## src/rtl/id_ex_register.sv

```systemverilog
// ID/EX pipeline register for a 32-bit MIPS 5-stage pipeline.
// Registers the decoded control bits, operand data, immediate, register
// numbers and PC+4 for the EX stage. It also supports stall (hold), flush
// (bubble insertion) and a saturating count of bubbles entering EX.
module id_ex_register #(
    parameter int DATA_WIDTH     = 32,
    parameter int REG_ADDR_WIDTH = 5,
    parameter int COUNT_WIDTH    = 16
) (
    input  logic                      Clk,
    input  logic                      Rst,
    input  logic                      Stall_In,
    input  logic                      Flush_In,
    input  logic                      Clear_Count_In,
    input  logic                      Valid_In,
    input  logic                      Reg_Write_In,
    input  logic                      Mem_To_Reg_In,
    input  logic                      Mem_Read_In,
    input  logic                      Mem_Write_In,
    input  logic                      Reg_Dst_In,
    input  logic                      Alu_Src_In,
    input  logic [1:0]                Alu_OP_In,
    input  logic [DATA_WIDTH-1:0]     Read_Data_1_In,
    input  logic [DATA_WIDTH-1:0]     Read_Data_2_In,
    input  logic [DATA_WIDTH-1:0]     Sign_Ext_Imm_In,
    input  logic [DATA_WIDTH-1:0]     PC_Plus4_In,
    input  logic [REG_ADDR_WIDTH-1:0] Rs_In,
    input  logic [REG_ADDR_WIDTH-1:0] Rt_In,
    input  logic [REG_ADDR_WIDTH-1:0] Rd_In,
    output logic                      Reg_Write_Out,
    output logic                      Mem_To_Reg_Out,
    output logic                      Mem_Read_Out,
    output logic                      Mem_Write_Out,
    output logic                      Reg_Dst_Out,
    output logic                      Alu_Src_Out,
    output logic [1:0]                Alu_OP_Out,
    output logic [DATA_WIDTH-1:0]     Read_Data_1_Out,
    output logic [DATA_WIDTH-1:0]     Read_Data_2_Out,
    output logic [DATA_WIDTH-1:0]     Sign_Ext_Imm_Out,
    output logic [DATA_WIDTH-1:0]     PC_Plus4_Out,
    output logic [REG_ADDR_WIDTH-1:0] Rs_Out,
    output logic [REG_ADDR_WIDTH-1:0] Rt_Out,
    output logic [REG_ADDR_WIDTH-1:0] Rd_Out,
    output logic                      Valid_Out,
    output logic [COUNT_WIDTH-1:0]    Bubble_Count_Out
);

    // A bubble enters EX when this stage is flushed, or when it loads an
    // instruction that IF/ID has already marked as not real. A stalled
    // stage holds its contents, so nothing new enters EX.
    logic bubble;
    logic load;
    logic count_full;

    assign load       = !Flush_In && !Stall_In;
    assign bubble     = Flush_In || (load && !Valid_In);
    assign count_full = (Bubble_Count_Out == {COUNT_WIDTH{1'b1}});

    // Control bits and valid flag: cleared by reset or flush, held on stall.
    always_ff @(posedge Clk) begin
        // NOTE: non-blocking assignments keep every flop sampling its
        // pre-edge inputs, so the stage updates as one atomic register.
        if (Rst) begin
            Reg_Write_Out  <= 1'b0;
            Mem_To_Reg_Out <= 1'b0;
            Mem_Read_Out   <= 1'b0;
            Mem_Write_Out  <= 1'b0;
            Reg_Dst_Out    <= 1'b0;
            Alu_Src_Out    <= 1'b0;
            Alu_OP_Out     <= 2'b00;
            Valid_Out      <= 1'b0;
        end else if (Flush_In) begin
            Reg_Write_Out  <= 1'b0;
            Mem_To_Reg_Out <= 1'b0;
            Mem_Read_Out   <= 1'b0;
            Mem_Write_Out  <= 1'b0;
            Reg_Dst_Out    <= 1'b0;
            Alu_Src_Out    <= 1'b0;
            Alu_OP_Out     <= 2'b00;
            Valid_Out      <= 1'b0;
        end else if (!Stall_In) begin
            // Control values are taken as presented. The upstream mux is
            // responsible for zeroing them on hazards or IF/ID bubbles.
            Reg_Write_Out  <= Reg_Write_In;
            Mem_To_Reg_Out <= Mem_To_Reg_In;
            Mem_Read_Out   <= Mem_Read_In;
            Mem_Write_Out  <= Mem_Write_In;
            Reg_Dst_Out    <= Reg_Dst_In;
            Alu_Src_Out    <= Alu_Src_In;
            Alu_OP_Out     <= Alu_OP_In;
            Valid_Out      <= Valid_In;
        end
    end

    // Datapath fields: these also load on a flush, so the contents of a
    // bubble are deterministic rather than stale.
    always_ff @(posedge Clk) begin
        if (Rst) begin
            Read_Data_1_Out  <= '0;
            Read_Data_2_Out  <= '0;
            Sign_Ext_Imm_Out <= '0;
            PC_Plus4_Out     <= '0;
            Rs_Out           <= '0;
            Rt_Out           <= '0;
            Rd_Out           <= '0;
        end else if (Flush_In || !Stall_In) begin
            Read_Data_1_Out  <= Read_Data_1_In;
            Read_Data_2_Out  <= Read_Data_2_In;
            Sign_Ext_Imm_Out <= Sign_Ext_Imm_In;
            PC_Plus4_Out     <= PC_Plus4_In;
            Rs_Out           <= Rs_In;
            Rt_Out           <= Rt_In;
            Rd_Out           <= Rd_In;
        end
    end

    // Bubble counter: saturates at all-ones; a clear wins over an increment
    // in the same cycle.
    always_ff @(posedge Clk) begin
        if (Rst || Clear_Count_In) begin
            Bubble_Count_Out <= '0;
        end else if (bubble && !count_full) begin
            Bubble_Count_Out <= Bubble_Count_Out + 1'b1;
        end
    end

endmodule

```

## config.mk

```make
export PLATFORM = sky130hd
export DESIGN_NAME = id_ex_register
export DESIGN_NICKNAME = d
export VERILOG_FILES = /design/src/rtl/id_ex_register.sv
export SDC_FILE = /design/constraint.sdc
export NUM_CORES = 1
export LEC_CHECK = 0
export BUFFER_PORTS_ARGS = -buffer_cell sky130_fd_sc_hd__buf_2
export CAP_MARGIN = 5
export CORE_ASPECT_RATIO = 1.4
export CORE_MARGIN = 4
export CORE_UTILIZATION = 35
export CTS_BUF_LIST = sky130_fd_sc_hd__clkbuf_16
export DETAILED_ROUTE_END_ITERATION = 6
export PLACE_DENSITY_LB_ADDON = 0.08
export SYNTH_ARGS = -nofsm -noshare
export SYNTH_HDL_FRONTEND = slang
export SYNTH_SLANG_ARGS = --single-unit
export TNS_END_PERCENT = 50
```

## constraint.sdc

```tcl
create_clock -name Clk -period 3.3 [get_ports Clk]
set_input_delay 0.66 -clock Clk [delete_from_list [all_inputs] [get_ports Clk]]
set_output_delay 0.66 -clock Clk [all_outputs]
set_load 0.02 [all_outputs]
```

==> flow_summary.html <==
<table>
<tr><th>Metric</th><th>Value</th></tr>
<tr><th colspan="2">Outcome</th></tr>
<tr><td>Run status</td><td>finished, final reports clean</td></tr>
<tr><th colspan="2">Routing</th></tr>
<tr><td>Total wire length after detailed routing</td><td>19,400 um</td></tr>
<tr><td>First-pass detailed-route iteration total</td><td>4</td></tr>
<tr><td>Met2 wire length</td><td>9480 um</td></tr>
<tr><td>Number of vias in the routed layout</td><td>5,990</td></tr>
<tr><td>WL met1</td><td>7630 um</td></tr>
<tr><td>Initial detailed-routing violation count</td><td>357</td></tr>
<tr><td>Met3 wire length</td><td>1820 um</td></tr>
<tr><td>Via-to-Cell Ratio</td><td>4.72</td></tr>
<tr><td>Residual DRC count</td><td>0</td></tr>
<tr><td>Wire per inst</td><td>15.3 um</td></tr>
<tr><td>Topmost layer with routed signal wires</td><td>met5</td></tr>
<tr><td>Remaining antenna violation count after routing</td><td>0</td></tr>
<tr><th colspan="2">Clocking</th></tr>
<tr><td>Clock Pin Slew Worst Setup and Hold Paths</td><td>70 ps</td></tr>
<tr><td>Hold buffer count at CTS</td><td>0</td></tr>
<tr><td>CTS Buffer Depth</td><td>2</td></tr>
<tr><td>TritonCTS clock tree</td><td>built</td></tr>
<tr><td>Post-CTS sizing</td><td>0</td></tr>
<tr><td>Number of H-tree levels</td><td>4</td></tr>
<tr><td>CTS root buf</td><td>clkbuf_16</td></tr>
<tr><td>Number of sinks driven by the clock tree</td><td>168</td></tr>
<tr><td>Clock insertion delay at the later pin of the skew report</td><td>420 ps</td></tr>
<tr><td>Setup Buffers After CTS</td><td>0</td></tr>
<tr><td>Number of CTS-inserted buffers</td><td>17</td></tr>
<tr><th colspan="2">Critical path</th></tr>
<tr><td>Top delay family on crit path</td><td>simple AND/OR/NAND/NOR gates</td></tr>
<tr><td>Critical path launch point</td><td>Bubble_Count_Out[0]</td></tr>
<tr><td>Worst EP arrival</td><td>2400 ps</td></tr>
<tr><td>Slowest library cell on the worst path</td><td>nor4_2</td></tr>
<tr><td>Critical path peak fanout</td><td>14</td></tr>
<tr><td>Category of the worst setup path launch point</td><td>flop</td></tr>
<tr><td>Crit Path Class</td><td>reg -&gt; reg</td></tr>
<tr><td>Setup crit end kind</td><td>flop</td></tr>
<tr><td>Register-to-Register Path Depth</td><td>5</td></tr>
<tr><td>Required time of the critical path</td><td>3640 ps</td></tr>
<tr><td>R2r endpoint</td><td>Bubble_Count_Out[7]</td></tr>
<tr><td>Startpoint of the lowest-slack register-to-register path</td><td>Bubble_Count_Out[0]</td></tr>
<tr><td>Stage delay of the slowest cell on the critical path</td><td>830 ps</td></tr>
<tr><td>Worst reg2reg setup slack</td><td>1240 ps</td></tr>
<tr><td>CP Buf/Inv Count</td><td>0</td></tr>
<tr><td>Ordered cell list for the critical path</td><td>ha_1 &gt; nand3_1 &gt; nor4_2 &gt; nor3_1 &gt; a211oi_1</td></tr>
<tr><th colspan="2">Placement</th></tr>
<tr><td>Routability cong.</td><td>0.766</td></tr>
<tr><td>IO buf count</td><td>324</td></tr>
<tr><td>Final HPWL from detailed placement</td><td>13,800 um</td></tr>
<tr><th colspan="2">STA</th></tr>
<tr><td>Least-Margin Pin Slew</td><td>971 ps</td></tr>
<tr><td>Number of pins with negative max-slew slack in the final report</td><td>0</td></tr>
<tr><td>Max Freq</td><td>0.485 GHz</td></tr>
<tr><td>Headroom to the max-slew limit</td><td>34.7%</td></tr>
<tr><td>Fraction of the cycle the final worst path needs</td><td>62.5%</td></tr>
<tr><td>Final-report hold violation count</td><td>0</td></tr>
<tr><td>Total negative setup slack</td><td>0 ps</td></tr>
<tr><td>Final setup skew</td><td>5.83 ps</td></tr>
<tr><td>Shortest period the worst path allows</td><td>2060 ps</td></tr>
<tr><td>RSZ-0062 raised after global routing</td><td>no</td></tr>
<tr><td>Count of final setup violators</td><td>0</td></tr>
<tr><th colspan="2">Synth</th></tr>
<tr><td>Register area share after synthesis</td><td>56.0%</td></tr>
<tr><td>Count of state elements after synthesis</td><td>168</td></tr>
<tr><td>Mean instance size in the synthesized netlist</td><td>7.97 sq um</td></tr>
<tr><td>Count of distinct cell types in the synthesized netlist</td><td>32</td></tr>
<tr><td>Syn Inst Count</td><td>753</td></tr>
<tr><td>YS warnings</td><td>0</td></tr>
<tr><td>Nets in the synthesized netlist</td><td>911</td></tr>
<tr><td>Total standard cell area after synthesis</td><td>0.00600 sq mm</td></tr>
<tr><th colspan="2">Cells and area</th></tr>
<tr><td>Commonest cells after routing, fill and taps aside</td><td>buf_2 (323), nand2_1 (293), dfxtp_1 (168), a21oi_1 (158), clkbuf_16 (17)</td></tr>
<tr><td>Area added between synthesis and finish</td><td>38.6%</td></tr>
<tr><td>Proportion of layout cells with a drive suffix above 1</td><td>34.7%</td></tr>
<tr><td>Most common cell after layout, fill and taps aside</td><td>buf_2</td></tr>
<tr><td>Number of nets in the layout</td><td>1,207</td></tr>
<tr><th colspan="2">Hold path</th></tr>
<tr><td>End point of the worst hold path</td><td>Rs_Out[0]</td></tr>
<tr><td>Origin of the worst min-delay path</td><td>Rs_Out[0]</td></tr>
<tr><td>Class of the tightest hold or removal check</td><td>reg -&gt; reg</td></tr>
<tr><td>Cell depth of the worst min-delay path</td><td>2</td></tr>
<tr><th colspan="2">Floorplan</th></tr>
<tr><td>Die outline width</td><td>119 um</td></tr>
<tr><td>Std cell rows</td><td>56</td></tr>
<tr><td>Vertical die dimension</td><td>163 um</td></tr>
<tr><td>Placeable Area</td><td>0.0168 sq mm</td></tr>
<tr><td>Effective utilization at floorplan</td><td>35.7%</td></tr>
<tr><td>Area of the die</td><td>0.0193 sq mm</td></tr>
<tr><td># IOs</td><td>325</td></tr>
<tr><th colspan="2">GRT</th></tr>
<tr><td>Number of global-route vias before repair</td><td>5,836</td></tr>
<tr><td>Initial antenna violation count</td><td>6</td></tr>
<tr><td>Largest net degree at the start of global routing</td><td>88</td></tr>
<tr><td>Overall fraction of global-route tracks in use</td><td>19.3%</td></tr>
<tr><td>Wire length of the first global-routing pass</td><td>30,100 um</td></tr>
<tr><td>GRT overflow</td><td>0</td></tr>
<tr><th colspan="2">Power</th></tr>
<tr><td>Overall power of the completed layout</td><td>4.68 mW</td></tr>
<tr><td>Power Density</td><td>562 mW/mm^2</td></tr>
<tr><td>Leakage</td><td>4.07 nW</td></tr>
<tr><td>Worst IR drop on VDD</td><td>281 uV</td></tr>
<tr><th colspan="2">Run</th></tr>
<tr><td>Max Cap Viol</td><td>0</td></tr>
</table>
through the flow:
step	std cells	utilization (%)	hold WS, ps	setup WS [ps]	instance area [sq um]
floorplan	753	-	528	1270	6000
global placement	1233	46.1	435	953	7760
detailed placement	1233	46.1	440	950	7760
CTS	1265	49.4	449	1200	8310
global route	1268	49.5	460	1020	8320
finish	1269	49.5	446	1240	8320
state kept, by name (all words and copies together), names as in the netlist, 2 cells and up:
name              count
PC_Plus4_Out         32
Read_Data_1_Out      32
Read_Data_2_Out      32
Sign_Ext_Imm_Out     32
Bubble_Count_Out     16
Rd_Out                5
Rs_Out                5
Rt_Out                5
Alu_OP_Out            2
logic make-up (layout without fill, tap and decap cells):
family	after synthesis	in the layout	share of synthesized area (%)
DFF	168	168	56.0
adders and majority gates	1	1	0.208
and+or+nand+nor	345	345	23.5
muxes	9	9	1.50
other	0	4	0
buffers and inverters	55	364	3.67
AOI/OAI and AO/OA	175	175	15.1
power breakdown:
group	total [mW]	internal, mW	switching [mW]
combinational	0.598	0.220	0.379
clock	1.89	1.04	0.845
sequential	2.19	2.14	0.0514
per-layer routing:
layer	GRT usage, %	vias to the layer above
met3	7.96	31
met2	32.6	223
met4	8.01	6
met1	21.6	2662
met5	0	-
li1	-	3068
worst min-delay path, cell delays in order, from the launching register on:
cell,delay (ps)
dfxtp_1,310
nand2_1,50
a21oi_1,50
area by class of cell:
class,count,area [sq um]
timing repair buffer,331,1700
fill,1783,8500
tap,203,254
multi-input combinational,530,2440
clock inverter,15,126
antenna,4,10.0
sequential,168,3360
inverter,1,3.75
clock buffer,17,425
Yosys cell counts:
master	instances	area, sq um
buf_1	1	3.75
or3_1	7	43.8
o21bai_2	1	11.3
inv_1	1	3.75
nand4_2	1	12.5
dfxtp_1	168	3360
or4b_1	1	10.0
a31oi_1	1	6.26
nand3b_1	1	7.51
nand2b_1	1	6.26
mux2i_1	9	90.1
or4_1	6	45.0
nor4_2	1	12.5
and4_1	2	17.5
nor3_1	6	30.0
a21oi_1	158	791
o41ai_1	1	8.76
and3_1	1	6.26
clkbuf_1	42	158
a211oi_1	1	7.51
o31ai_1	5	37.5
nand4_1	4	25.0
o21ba_2	1	10.0
nand3_1	5	25.0
and2_1	1	6.26
nor2_1	12	45.0
nor2b_1	1	6.26
or2_1	2	12.5
o21ai_1	7	35.0
buf_2	11	55.1
ha_1	1	12.5
nand2_1	293	1100
how the worst max path moves through the flow:
stage	end	cells after the start	slack, ps
after floorplan	Bubble_Count_Out[10]	5	1270
after global placement	Bubble_Count_Out[10]	5	950
after detailed placement	Bubble_Count_Out[10]	5	950
after CTS	Bubble_Count_Out[7]	5	1200
after global routing	Bubble_Count_Out[7]	5	1020
final	Bubble_Count_Out[7]	5	1240
(Power assumes the default switching activity.)
